[src/rtl/axi_clock_converter_drain_ctrl.sv]
// AXI clock-converter drain/reset sequencer: outstanding tracking, AW/AR gating,
// drain handshake and converter reset pulse. Optional drain timeout: AXI_DRAIN_TIMEOUT_EN.
module axi_clock_converter_drain_ctrl #(
    parameter int MAX_OUTSTANDING = 16,
    parameter int RESET_CYCLES    = 8,
    parameter int TIMEOUT_CYCLES  = 1024,
    localparam int CNT_W = $clog2(MAX_OUTSTANDING + 1)
) (
    input  logic             clock_i,
    input  logic             reset_ni,
    input  logic             s_axi_awvalid,
    output logic             s_axi_awready,
    output logic             m_axi_awvalid,
    input  logic             m_axi_awready,
    input  logic             s_axi_arvalid,
    output logic             s_axi_arready,
    output logic             m_axi_arvalid,
    input  logic             m_axi_arready,
    input  logic             bvalid_i,
    input  logic             bready_i,
    input  logic             rvalid_i,
    input  logic             rready_i,
    input  logic             rlast_i,
    input  logic             drain_req_i,
    output logic             drain_ack_o,
    output logic             conv_reset_no,
    output logic [CNT_W-1:0] wr_outstanding_o,
    output logic [CNT_W-1:0] rd_outstanding_o,
    output logic             timeout_o
);

    localparam int RST_W = $clog2(RESET_CYCLES);
    localparam logic [RST_W-1:0] RST_LAST = RST_W'(RESET_CYCLES - 1);
    localparam logic [CNT_W-1:0] MAX_C = CNT_W'(MAX_OUTSTANDING);

    typedef enum logic [1:0] {
        CONV_RST,
        RUN,
        DRAIN,
        DONE
    } state_e;

    state_e state_q, state_d;
    logic [RST_W-1:0] rst_cnt_q, rst_cnt_d;
    logic from_drain_q, from_drain_d;
    logic aw_pend_q, aw_pend_d;
    logic ar_pend_q, ar_pend_d;
    logic [CNT_W-1:0] wr_cnt_q, wr_cnt_d;
    logic [CNT_W-1:0] rd_cnt_q, rd_cnt_d;

    logic open_aw, open_ar;
    logic aw_hs, ar_hs, b_dec, r_dec;
    logic drained, tmo_force, clr;

    assign drained = (wr_cnt_q == '0) && (rd_cnt_q == '0)
                     && !aw_pend_q && !ar_pend_q;

`ifdef AXI_DRAIN_TIMEOUT_EN
    localparam int TMO_W = $clog2(TIMEOUT_CYCLES + 1);
    localparam logic [TMO_W-1:0] TMO_LAST = TMO_W'(TIMEOUT_CYCLES - 1);

    logic [TMO_W-1:0] tmo_cnt_q, tmo_cnt_d;
    logic timeout_q, timeout_d;

    assign tmo_force = (state_q == DRAIN) && !drained
                       && (tmo_cnt_q == TMO_LAST);
    assign tmo_cnt_d = (state_q == DRAIN) ? tmo_cnt_q + TMO_W'(1) : '0;
    assign timeout_d = timeout_q | tmo_force;
    assign timeout_o = timeout_q;

    // Drain watchdog: counts DRAIN cycles, sticky flag until system reset
    always_ff @(posedge clock_i) begin
        if (!reset_ni) begin
            tmo_cnt_q <= '0;
            timeout_q <= 1'b0;
        end else begin
            tmo_cnt_q <= tmo_cnt_d;
            timeout_q <= timeout_d;
        end
    end
`else
    assign tmo_force = 1'b0;
    assign timeout_o = 1'b0;
`endif

    // Next state, reset-pulse timing and AW/AR gate openings
    always_comb begin
        state_d      = state_q;
        rst_cnt_d    = rst_cnt_q;
        from_drain_d = from_drain_q;
        open_aw      = 1'b0;
        open_ar      = 1'b0;
        unique case (state_q)
            CONV_RST: begin
                if (rst_cnt_q == RST_LAST) begin
                    rst_cnt_d    = '0;
                    from_drain_d = 1'b0;
                    state_d      = from_drain_q ? DONE : RUN;
                end else begin
                    rst_cnt_d = rst_cnt_q + RST_W'(1);
                end
            end
            RUN: begin
                open_aw = aw_pend_q || (wr_cnt_q < MAX_C);
                open_ar = ar_pend_q || (rd_cnt_q < MAX_C);
                if (drain_req_i) state_d = DRAIN;
            end
            DRAIN: begin
                open_aw = aw_pend_q;
                open_ar = ar_pend_q;
                if (drained || tmo_force) begin
                    state_d      = CONV_RST;
                    from_drain_d = 1'b1;
                end
            end
            DONE: begin
                if (!drain_req_i) state_d = RUN;
            end
            default: state_d = CONV_RST;
        endcase
    end

    assign m_axi_awvalid = s_axi_awvalid & open_aw;
    assign s_axi_awready = m_axi_awready & open_aw;
    assign m_axi_arvalid = s_axi_arvalid & open_ar;
    assign s_axi_arready = m_axi_arready & open_ar;

    assign aw_hs = m_axi_awvalid & m_axi_awready;
    assign ar_hs = m_axi_arvalid & m_axi_arready;
    assign b_dec = bvalid_i & bready_i & (wr_cnt_q != '0);
    assign r_dec = rvalid_i & rready_i & rlast_i & (rd_cnt_q != '0);
    assign clr   = (state_q == CONV_RST) || tmo_force;

    // Outstanding counters and pending-valid tracking
    always_comb begin
        wr_cnt_d  = wr_cnt_q + CNT_W'(aw_hs) - CNT_W'(b_dec);
        rd_cnt_d  = rd_cnt_q + CNT_W'(ar_hs) - CNT_W'(r_dec);
        aw_pend_d = m_axi_awvalid & ~m_axi_awready;
        ar_pend_d = m_axi_arvalid & ~m_axi_arready;
        if (clr) begin
            wr_cnt_d  = '0;
            rd_cnt_d  = '0;
            aw_pend_d = 1'b0;
            ar_pend_d = 1'b0;
        end
    end

    // State and counter registers
    always_ff @(posedge clock_i) begin
        if (!reset_ni) begin
            state_q      <= CONV_RST;
            rst_cnt_q    <= '0;
            from_drain_q <= 1'b0;
            aw_pend_q    <= 1'b0;
            ar_pend_q    <= 1'b0;
            wr_cnt_q     <= '0;
            rd_cnt_q     <= '0;
        end else begin
            state_q      <= state_d;
            rst_cnt_q    <= rst_cnt_d;
            from_drain_q <= from_drain_d;
            aw_pend_q    <= aw_pend_d;
            ar_pend_q    <= ar_pend_d;
            wr_cnt_q     <= wr_cnt_d;
            rd_cnt_q     <= rd_cnt_d;
        end
    end

    assign drain_ack_o      = (state_q == DONE);
    assign conv_reset_no    = (state_q != CONV_RST);
    assign wr_outstanding_o = wr_cnt_q;
    assign rd_outstanding_o = rd_cnt_q;

endmodule

[config.mk]
export PLATFORM = sky130hd
export DESIGN_NAME = axi_clock_converter_drain_ctrl
export DESIGN_NICKNAME = d
export VERILOG_FILES = /design/src/rtl/axi_clock_converter_drain_ctrl.sv
export SDC_FILE = /design/constraint.sdc
export NUM_CORES = 1
export LEC_CHECK = 0
export CAP_MARGIN = 40
export CELL_PAD_IN_SITES_DETAIL_PLACEMENT = 1
export CELL_PAD_IN_SITES_GLOBAL_PLACEMENT = 1
export CORE_ASPECT_RATIO = 1.75
export CORE_UTILIZATION = 36
export CTS_CLUSTER_DIAMETER = 60
export CTS_CLUSTER_SIZE = 28
export DETAILED_ROUTE_END_ITERATION = 16
export GPL_TIMING_DRIVEN = 0
export HOLD_SLACK_MARGIN = 0.02
export PLACE_DENSITY_LB_ADDON = 0.1
export SETUP_SLACK_MARGIN = 0.2
export SLEW_MARGIN = 20
export SYNTH_ARGS = -nofsm -noshare
export SYNTH_HDL_FRONTEND = slang
export SYNTH_SLANG_ARGS = --single-unit
[constraint.sdc]
create_clock -name clock_i -period 3.75 [get_ports clock_i]
set_input_delay 0.75 -clock clock_i [delete_from_list [all_inputs] [get_ports clock_i]]
set_output_delay 0.75 -clock clock_i [all_outputs]
set_load 0.02 [all_outputs]
Word level (Yosys, flattened, before mapping)
Cells that the tools add are included.
{ "word_totals": {"in_bits": 12, "reg_bits": 18, "output_inout_bits": 17} }
{ "classes": {"mux": 12, "eq_ne": 8, "addsub": 5, "n_bitwise": 16, "reduce_logical": 17, "order_cmp": 2} }
{ "ops": {"columns": ["cell", "count"], "rows": [
  ["$and 1x1->1", 13],
  ["$add 5x1->5", 2],
  ["$logic_not 5->1", 2],
  ["$lt 5x5->1 const B", 2],
  ["$mux 2", 5],
  ["$reduce_bool 5->1", 2],
  ["$sub 5x1->5", 2],
  ["$pmux 2 s4", 1],
  ["$ne 2x2->1 const B", 3],
  ["$pmux 1 s2", 3],
  ["$eq 2x2->1 const B", 2],
  ["$reduce_and 4->1", 1],
  ["$reduce_bool 2->1", 2],
  ["$add 3x1->3 const B", 1],
  ["$eq 3x3->1 const B", 1],
  ["$logic_and 1x1->1", 3],
  ["$mux 3", 1],
  ["$not 1->1", 3],
  ["$reduce_and 3->1", 1],
  ["$eq 2x1->1 const B", 1],
  ["$logic_not 1->1", 2],
  ["$logic_not 2->1", 1],
  ["$logic_or 1x1->1", 2],
  ["$mux 1", 2],
  ["other kinds (2)", 2]
]} }

Logic depth before layout (Yosys ltp)
Gate-level depths: netlist (run 1).
{ "logic_depth": {"ltp_word": 7, "depth_mapped": 15} }

Least setup slack after synthesis (run 1)
No wires, ideal clock.
{ "synth_path": {"path_type": "register to register", "startpoint": "register state_q[0]", "endpoint": "register wr_cnt_q[4] (netlist: wr_outstanding_o[4])", "setup_ps": 126, "slack_ps": 990, "t_required_ps": 3624, "period_less_slack_ps": 2760, "arrival_ps": 2634, "path_stages_with_launch": 15, "path_cell_list": "dfxtp_1 -> inv_1 -> ha_1 -> a21boi_0 -> and2_1 -> nand2_1 -> ha_1 -> inv_1 -> ha_1 -> inv_1 -> fa_1 -> nand2b_1 -> a21oi_1 -> o21ai_0 -> nor3b_1"} }
{ "synth_between": {"elab_chain_len": 6} }
{ "synth_lines": {"columns": ["element", "line", "text"], "rows": [
  ["from (decl)", "43", "state_e state_q, state_d;"],
  ["from (signal assigned)", "159", "state_q <= state_d;"],
  ["$eq 2x2->1 / $eq 2x1->1 (equally long branches)", "93", "unique case (state_q)"],
  ["$pmux 1 s2 (*)", "93", null],
  ["$and 1x1->1 (*)", "123", "assign m_axi_awvalid = s_axi_awvalid & open_aw;"],
  ["named net m_axi_awvalid", "13", "output logic m_axi_awvalid,"],
  ["$and 1x1->1 (*)", "128", "assign aw_hs = m_axi_awvalid & m_axi_awready;"],
  ["$add 5x1->5 (*)", "136", "wr_cnt_d = wr_cnt_q + CNT_W'(aw_hs) - CNT_W'(b_dec);"],
  ["$sub 5x1->5 (*)", "136", null],
  ["to (signal assigned)", "164", "wr_cnt_q <= wr_cnt_d;"],
  ["to (decl)", "48", "logic [CNT_W-1:0] wr_cnt_q, wr_cnt_d;"]
]} }
Mark *: on every way through the listed nets, which the timed path passes. The rest lies on a longest branch.
A chain may end at the register's enable or synchronous reset.

Final worst setup path (run 1)
{ "layout_path": {"startpoint": "register state_q[0]", "endpoint": "register wr_cnt_q[4] (netlist: wr_outstanding_o[4])"} }
{ "layout_between": {"elab_chain_len": 6} }
{ "layout_lines": {"columns": ["element", "line"], "rows": [
  ["$eq 2x2->1 / $eq 2x1->1 (equally long branches)", "93"],
  ["$pmux 1 s2", "93"],
  ["$and 1x1->1", "123"],
  ["$and 1x1->1", "128"],
  ["$add 5x1->5", "136"],
  ["$sub 5x1->5", "136"]
]} }
Several ways; a longest one is shown, not always the timed one.

==> results of run 1 <==
[power by group through the flow]
stage / Combinational (uW) / Clock, uW / Sequential, uW
floorplan: 120 / 0 / 225
global placement: 171 / 0 / 228
detailed placement: 178 / 0 / 230
CTS: 180 / 169 / 225
global route: 199 / 176 / 227
finish: 174 / 166 / 225
[synthesized netlist by cell type (all sizes together)]
cell and n:
o21bai 1, nand3 3, nor2b 5, mux2i 4, a22o 1, a21oi 7, and2 2, a41oi 1
nor3 3, buf 2, nand2b 4, nor4b 2, conb 1, inv 17, nor3b 4, nand2 8
xor2 2, fa 2, dfxtp 18, nor2 10, a21boi 1, o21ai 4, mux2 2, a21o 2
xnor2 3, and3 4, ha 18
[sequential cells by signal, summed over array words and instances, names as in the netlist]
signal and flops:
ar_pend_q 1, aw_pend_q 1, from_drain_q 1, rd_outstanding_o 5, rst_cnt_q 3, state_q 2
wr_outstanding_o 5
[critical path, delay by kind of cell (launching register included)]
kind,cells,cell delay (ns)
DFF,1,0.40
and+or+nand+nor,4,0.58
adders and majority gates,4,1.17
AOI/OAI and AO/OA,3,0.52
buffers and inverters,3,0.20
[layer usage]
layer | part of all wire [%] | wire length, um | track usage [%]
met1 | 39 | 1030 | 16.7
met4 | 1.9 | 50 | 7.27
met3 | 2.3 | 61 | 2.30
met5 | 0 | 0 | 0
met2 | 57 | 1490 | 31.7
[cell families after synthesis]
logic type | Yosys count | share of synthesized area [%]
AO/OA/AOI/OAI | 17 | 8.92
multiplexers | 6 | 5.25
other | 1 | 0.314
AND/OR/NAND/NOR | 45 | 23.0
flip-flops | 18 | 30.2
buffers and inverters | 19 | 6.40
XOR/XNOR | 5 | 3.67
adder cells (fa/ha/maj) | 20 | 22.2
[worst paths after layout]
kind | start | endpoint | slack [ns]
setup / recovery | state_q[0] | wr_outstanding_o[4] | 0.74
hold / removal | state_q[1] | state_q[1] | 0.52
setup reg to reg | state_q[0] | wr_outstanding_o[4] | 0.74
hold reg to reg | state_q[1] | state_q[1] | 0.52
[area by class of cell]
type                    instances  share of cell area, %
flip-flops and latches         18                   22.9
well taps                      43                   3.42
repair buffers                 27                   17.2
plain buffers                   2                  0.796
multi-input cells              94                   48.1
inverters                      17                   4.06
clock buffers                   4                   3.50
[cell usage in the layout (no fill, tap or decap), drive strengths merged]
cell / count
xnor2: 3
nor2b: 5
dfxtp: 18
o21bai: 1
a21boi: 1
and2: 2
o21ai: 4
nand3: 3
nor3: 3
clkdlybuf4s50: 27
fa: 2
nor2: 10
a21o: 2
clkbuf: 4
a21oi: 7
nor4b: 2
nand2b: 4
and3: 4
xor2: 2
conb: 1
mux2i: 4
ha: 18
nor3b: 4
nand2: 8
mux2: 2
a41oi: 1
a22o: 1
buf: 2
inv: 17
[through the flow]
stage	hold WS, ns	util (%)	worst slack, ns
floorplan	0.453	-	0.990
global placement	0.481	48.3	0.709
detailed placement	0.511	48.3	0.662
CTS	0.526	50.0	0.704
global route	0.546	50.0	0.516
finish	0.519	50.0	0.743
==> impl_metrics.tcl, run 1 <==
set metrics [dict create \
    fin_skew_ns 0.00228 \
    drive_above_1_share_pct 8.02 \
    powerDensity_nw_per_um2 359 \
    power.total_uw 565 \
    hold_path_class "reg2reg" \
    grt_max_degree 11 \
    critPathArrivalTime_ns 3.15 \
    route.detailed.drc 0 \
    yosysTopAreaCellShare_pct 30.2 \
    clock_path_buffers 2 \
    die_area_um2 3560 \
    grt_antenna_before_repair 0 \
    seq_area_um2 360 \
    finalWirelength_um 2630 \
    track_usage_pct 16.8 \
    finalHoldViolations 0 \
    place_congestion 0.700 \
    fillers 380 \
    clk_pin_slew_worst_paths_ns 0.07 \
    synthTopCellsByArea "dfxtp_1 (30%), ha_1 (19%), inv_1 (5.0%)" \
    status "finished, final reports clean" \
    fin_tns_setup_ns 0 \
    clock_power_share_pct 29.4 \
    ys_seq_area_share_pct 30.2 \
    dp_hpwl_um 2180 \
    ys_warn_count 0 \
    cp-end-kind "flip-flop" \
    netlist_instances 131 \
    critical-path-max-stage-delay_ns 0.40 \
    ff2ff_path_depth 14 \
    power_frac_seq_pct 39.8 \
    worstHoldPathCells 2 \
    vias 985 \
    cts_resized 0 \
    p_leak_uw 0.000663 \
    numCtsBuffers 3 \
    cp_max_fo 4 \
    port_buffers 27 \
    cts_max_level 1 \
    p_switching_uw 183 \
    synth_seq_cells 18 \
    drt_first_pass_iters 2 \
    peakVddDrop_v 0.000234 \
    drtIter0Drc 19 \
    drtAntennaViolNets 0 \
    fin_area_um2 1570 \
    cts_setup_buffers 0 \
    wire_per_inst_um 12.8 \
    initial_utilization_pct 38.0 \
    layoutNonFillerInstCount 205 \
    critPathSlowestCell "dfxtp_1" \
    multi_input_area_um2 756 \
    clk_latency_ns 0.26 \
    slew_violations 0 \
    synth.net_count 163 \
    grt_pass1_vias 1030 \
    rsz0062_at_grt "no" \
    drv_cap 0 \
    core_area_um2 3140 \
    path_class "reg2reg" \
    ios 29 \
    combPwrFrac_pct 30.8 \
    period_share_pct 80.2 \
    intPower_uw 382 \
    netlist_area_um2 1190 \
    diodes 0 \
    grt_pass1_wl_um 4420 \
    die_width_um 45.5 \
    die_y_um 78.1 \
    synth.avg_cell_area_um2 9.10 \
    area_growth_pct 31.8 \
    cts_hold_buf 0 \
    dp.cells 201 \
    dpl-instance-area_um2 1520 \
    max_freq_mhz 333 \
    swShare_pct 32.4 \
    cts_tree "yes" \
    crit_path_cell_trace "inv_1, ha_1, a21boi_0, and2_1, nand2_1, ha_1, inv_1, ha_1, inv_1, fa_1, nand2b_1, a21oi_1, o21ai_0, nor3b_1" \
    period_needed_ns 3.01 \
    required_ns 3.89 \
    synth_cell_types 31 \
    finalSetupViolCount 0 \
    crit_path_start_kind "flip-flop" \
    netlist.top_cell.by_area "dfxtp_1" \
    grt_overflow_total 0 \
    row_count 27 \
    cts_num_sinks 18 \
    nets 195 \
    cts-root-buf "clkbuf_8" \
    via_per_inst 4.80 \
]
No activity file was read; power rests on OpenSTA's default activity.
==> run 2: changes to the inputs <==
--- a/config.mk
+++ b/config.mk
@@ -9,7 +9,7 @@
 export CELL_PAD_IN_SITES_DETAIL_PLACEMENT = 1
 export CELL_PAD_IN_SITES_GLOBAL_PLACEMENT = 1
 export CORE_ASPECT_RATIO = 1.75
-export CORE_UTILIZATION = 36
+export CORE_UTILIZATION = 33
 export CTS_CLUSTER_DIAMETER = 60
 export CTS_CLUSTER_SIZE = 28
 export DETAILED_ROUTE_END_ITERATION = 16
==> constraint.sdc (replaced) <==
create_clock -name clock_i -period 2.4 [get_ports clock_i]
set_input_delay 0.48 -clock clock_i [delete_from_list [all_inputs] [get_ports clock_i]]
set_output_delay 0.48 -clock clock_i [all_outputs]
set_load 0.02 [all_outputs]
==> impl_metrics.tcl, run 2 (synthesized netlist as in run 1, its figures left out) <==
set metrics [dict create \
    status "complete, but fails checks" \
    failed_checks "negative setup slack" \
    cts-root-buf "clkbuf_8" \
    crit_path_cell_trace "inv_4, ha_4, a21boi_4, and2_4, nand2_4, ha_4, inv_2, ha_4, inv_2, fa_2, nand2b_4, a21oi_4, o21ai_1, nor3b_1" \
    nets 210 \
    grt_pass1_wl_um 5230 \
    grt_antenna_before_repair 0 \
    rsz0062_at_grt "yes" \
    crit_path_start_kind "flip-flop" \
    drive_above_1_share_pct 33.9 \
    fillers 406 \
    dp_hpwl_um 2320 \
    critPathSlowestCell "dfxtp_4" \
    critPathArrivalTime_ns 2.62 \
    finalHoldViolations 0 \
    drtIter0Drc 2 \
    fin_tns_setup_ns -0.168 \
    layout_common_cells "clkdlybuf4s50_1 (23), dfxtp_1 (16), buf_4 (14)" \
    cts_num_sinks 18 \
    track_usage_pct 19.4 \
    port_buffers 27 \
    fin_skew_ns 0.00228 \
    period_needed_ns 2.49 \
    multi_input_area_um2 922 \
    route.detailed.drc 0 \
    cp_max_fo 3 \
    worstHoldPathCells 2 \
    dp.cells 203 \
    core_area_um2 3400 \
    period_share_pct 104 \
    cts_hold_buf 0 \
    cts_tree "yes" \
    numCtsBuffers 3 \
    required_ns 2.53 \
    p_leak_uw 0.000779 \
    diodes 0 \
    wire_per_inst_um 14.8 \
    powerDensity_nw_per_um2 526 \
    max_freq_mhz 402 \
    row_count 28 \
    initial_utilization_pct 35.1 \
    finalWirelength_um 3280 \
    clock_path_buffers 2 \
    final_util_pct 54.7 \
    critical-path-max-stage-delay_ns 0.39 \
    vias 1060 \
    ios 29 \
    drv_cap 0 \
    layoutNonFillerInstCount 222 \
    slew_violations 0 \
    drtAntennaViolNets 0 \
    power.total_uw 979 \
    area_growth_pct 56.0 \
    seq_area_um2 368 \
    cts_max_level 1 \
    die_y_um 81.5 \
    place_congestion 0.704 \
    peakVddDrop_v 0.000404 \
    grt_max_degree 11 \
    die_area_um2 3870 \
    path_class "reg2reg" \
    clk_latency_ns 0.26 \
    clk_pin_slew_worst_paths_ns 0.07 \
    mostFrequentLayoutCell "clkdlybuf4s50_1" \
    hold_path_class "reg2reg" \
    grt_overflow_total 0 \
    grt_pass1_vias 1179 \
    via_per_inst 4.77 \
    cp-end-kind "flip-flop" \
    drt_first_pass_iters 3 \
    die_width_um 47.4 \
    ff2ff_path_depth 14 \
    fin_ws_ns -0.0895 \
    path_common_cell "ha_4" \
    finalSetupViolCount 3 \
]
[run 2: cell count changes in the layout (fill, tap and decap cells not counted), moves of 3 or more]
| cell | delta |
|---|---|
| buf_4 | +13 |
| ha_4 | +7 |
| inv_2 | +4 |
| ha_1 | -7 |
| clkdlybuf4s50_1 | -4 |
| inv_1 | -6 |
| a21oi_1 | -3 |
[run 2: power breakdown]
group	internal [uW]	total (uW)	switching (uW)	leakage (uW)
Clock	146	256	110	0.0000288
Combinational	178	363	185	0.000603
Sequential	332	360	28.6	0.000147
[run 2: worst max-delay path: cells and delay by family (launching register included)]
kind                       cells  cell delay [ns]
AOI/OAI and AO/OA              3             0.37
adders and majority gates      4             0.95
DFF                            1             0.39
and+or+nand+nor                4             0.52
buffers and inverters          3             0.14
[run 2: area by class of cell]
cell class,count,share of cell area [%]
multi-input combinational,94,49.6
timing repair buffer,42,20.3
sequential,18,19.8
inverter,17,3.70
clock buffer,4,2.96
buffer,2,0.672
tap,45,3.03
[run 2: path summary, 6_finish.rpt]
kind | from | to | slack (ns)
max reg2reg | state_q[0] | wr_outstanding_o[4] | -0.09
min reg2reg | rst_cnt_q[1] | rst_cnt_q[1] | 0.53
max | state_q[0] | wr_outstanding_o[4] | -0.09
min | rst_cnt_q[1] | rst_cnt_q[1] | 0.53
[run 2: timing repair]
| item | CTS | global route |
|---|---|---|
| gates resized for setup | 25 | 10 |
| setup buffers | 9 | 6 |
| endpoints found under the setup margin | 12 | 10 |
| pin swaps | 7 | 14 |
[run 2: per-layer routing]
metal / vias up / GRT usage [%] / part of all wire (%)
li1: 525 / - / -
met1: 500 / 17.2 / 33
met2: 24 / 38.1 / 61
met3: 11 / 3.08 / 2.5
met4: 0 / 9.71 / 3.0
met5: - / 0 / 0
[run 2: through the flow]
step           instance area, um2  hold slack, ns  setup WS (ns)
2_1_floorplan                1260           0.453        -0.0822
3_3_place_gp                 1590           0.475         -0.253
3_5_place_dp                 1590           0.512         -0.327
4_1_cts                      1790           0.532         -0.122
5_1_grt                      1860           0.564         -0.203
6_report                     1860           0.525        -0.0895
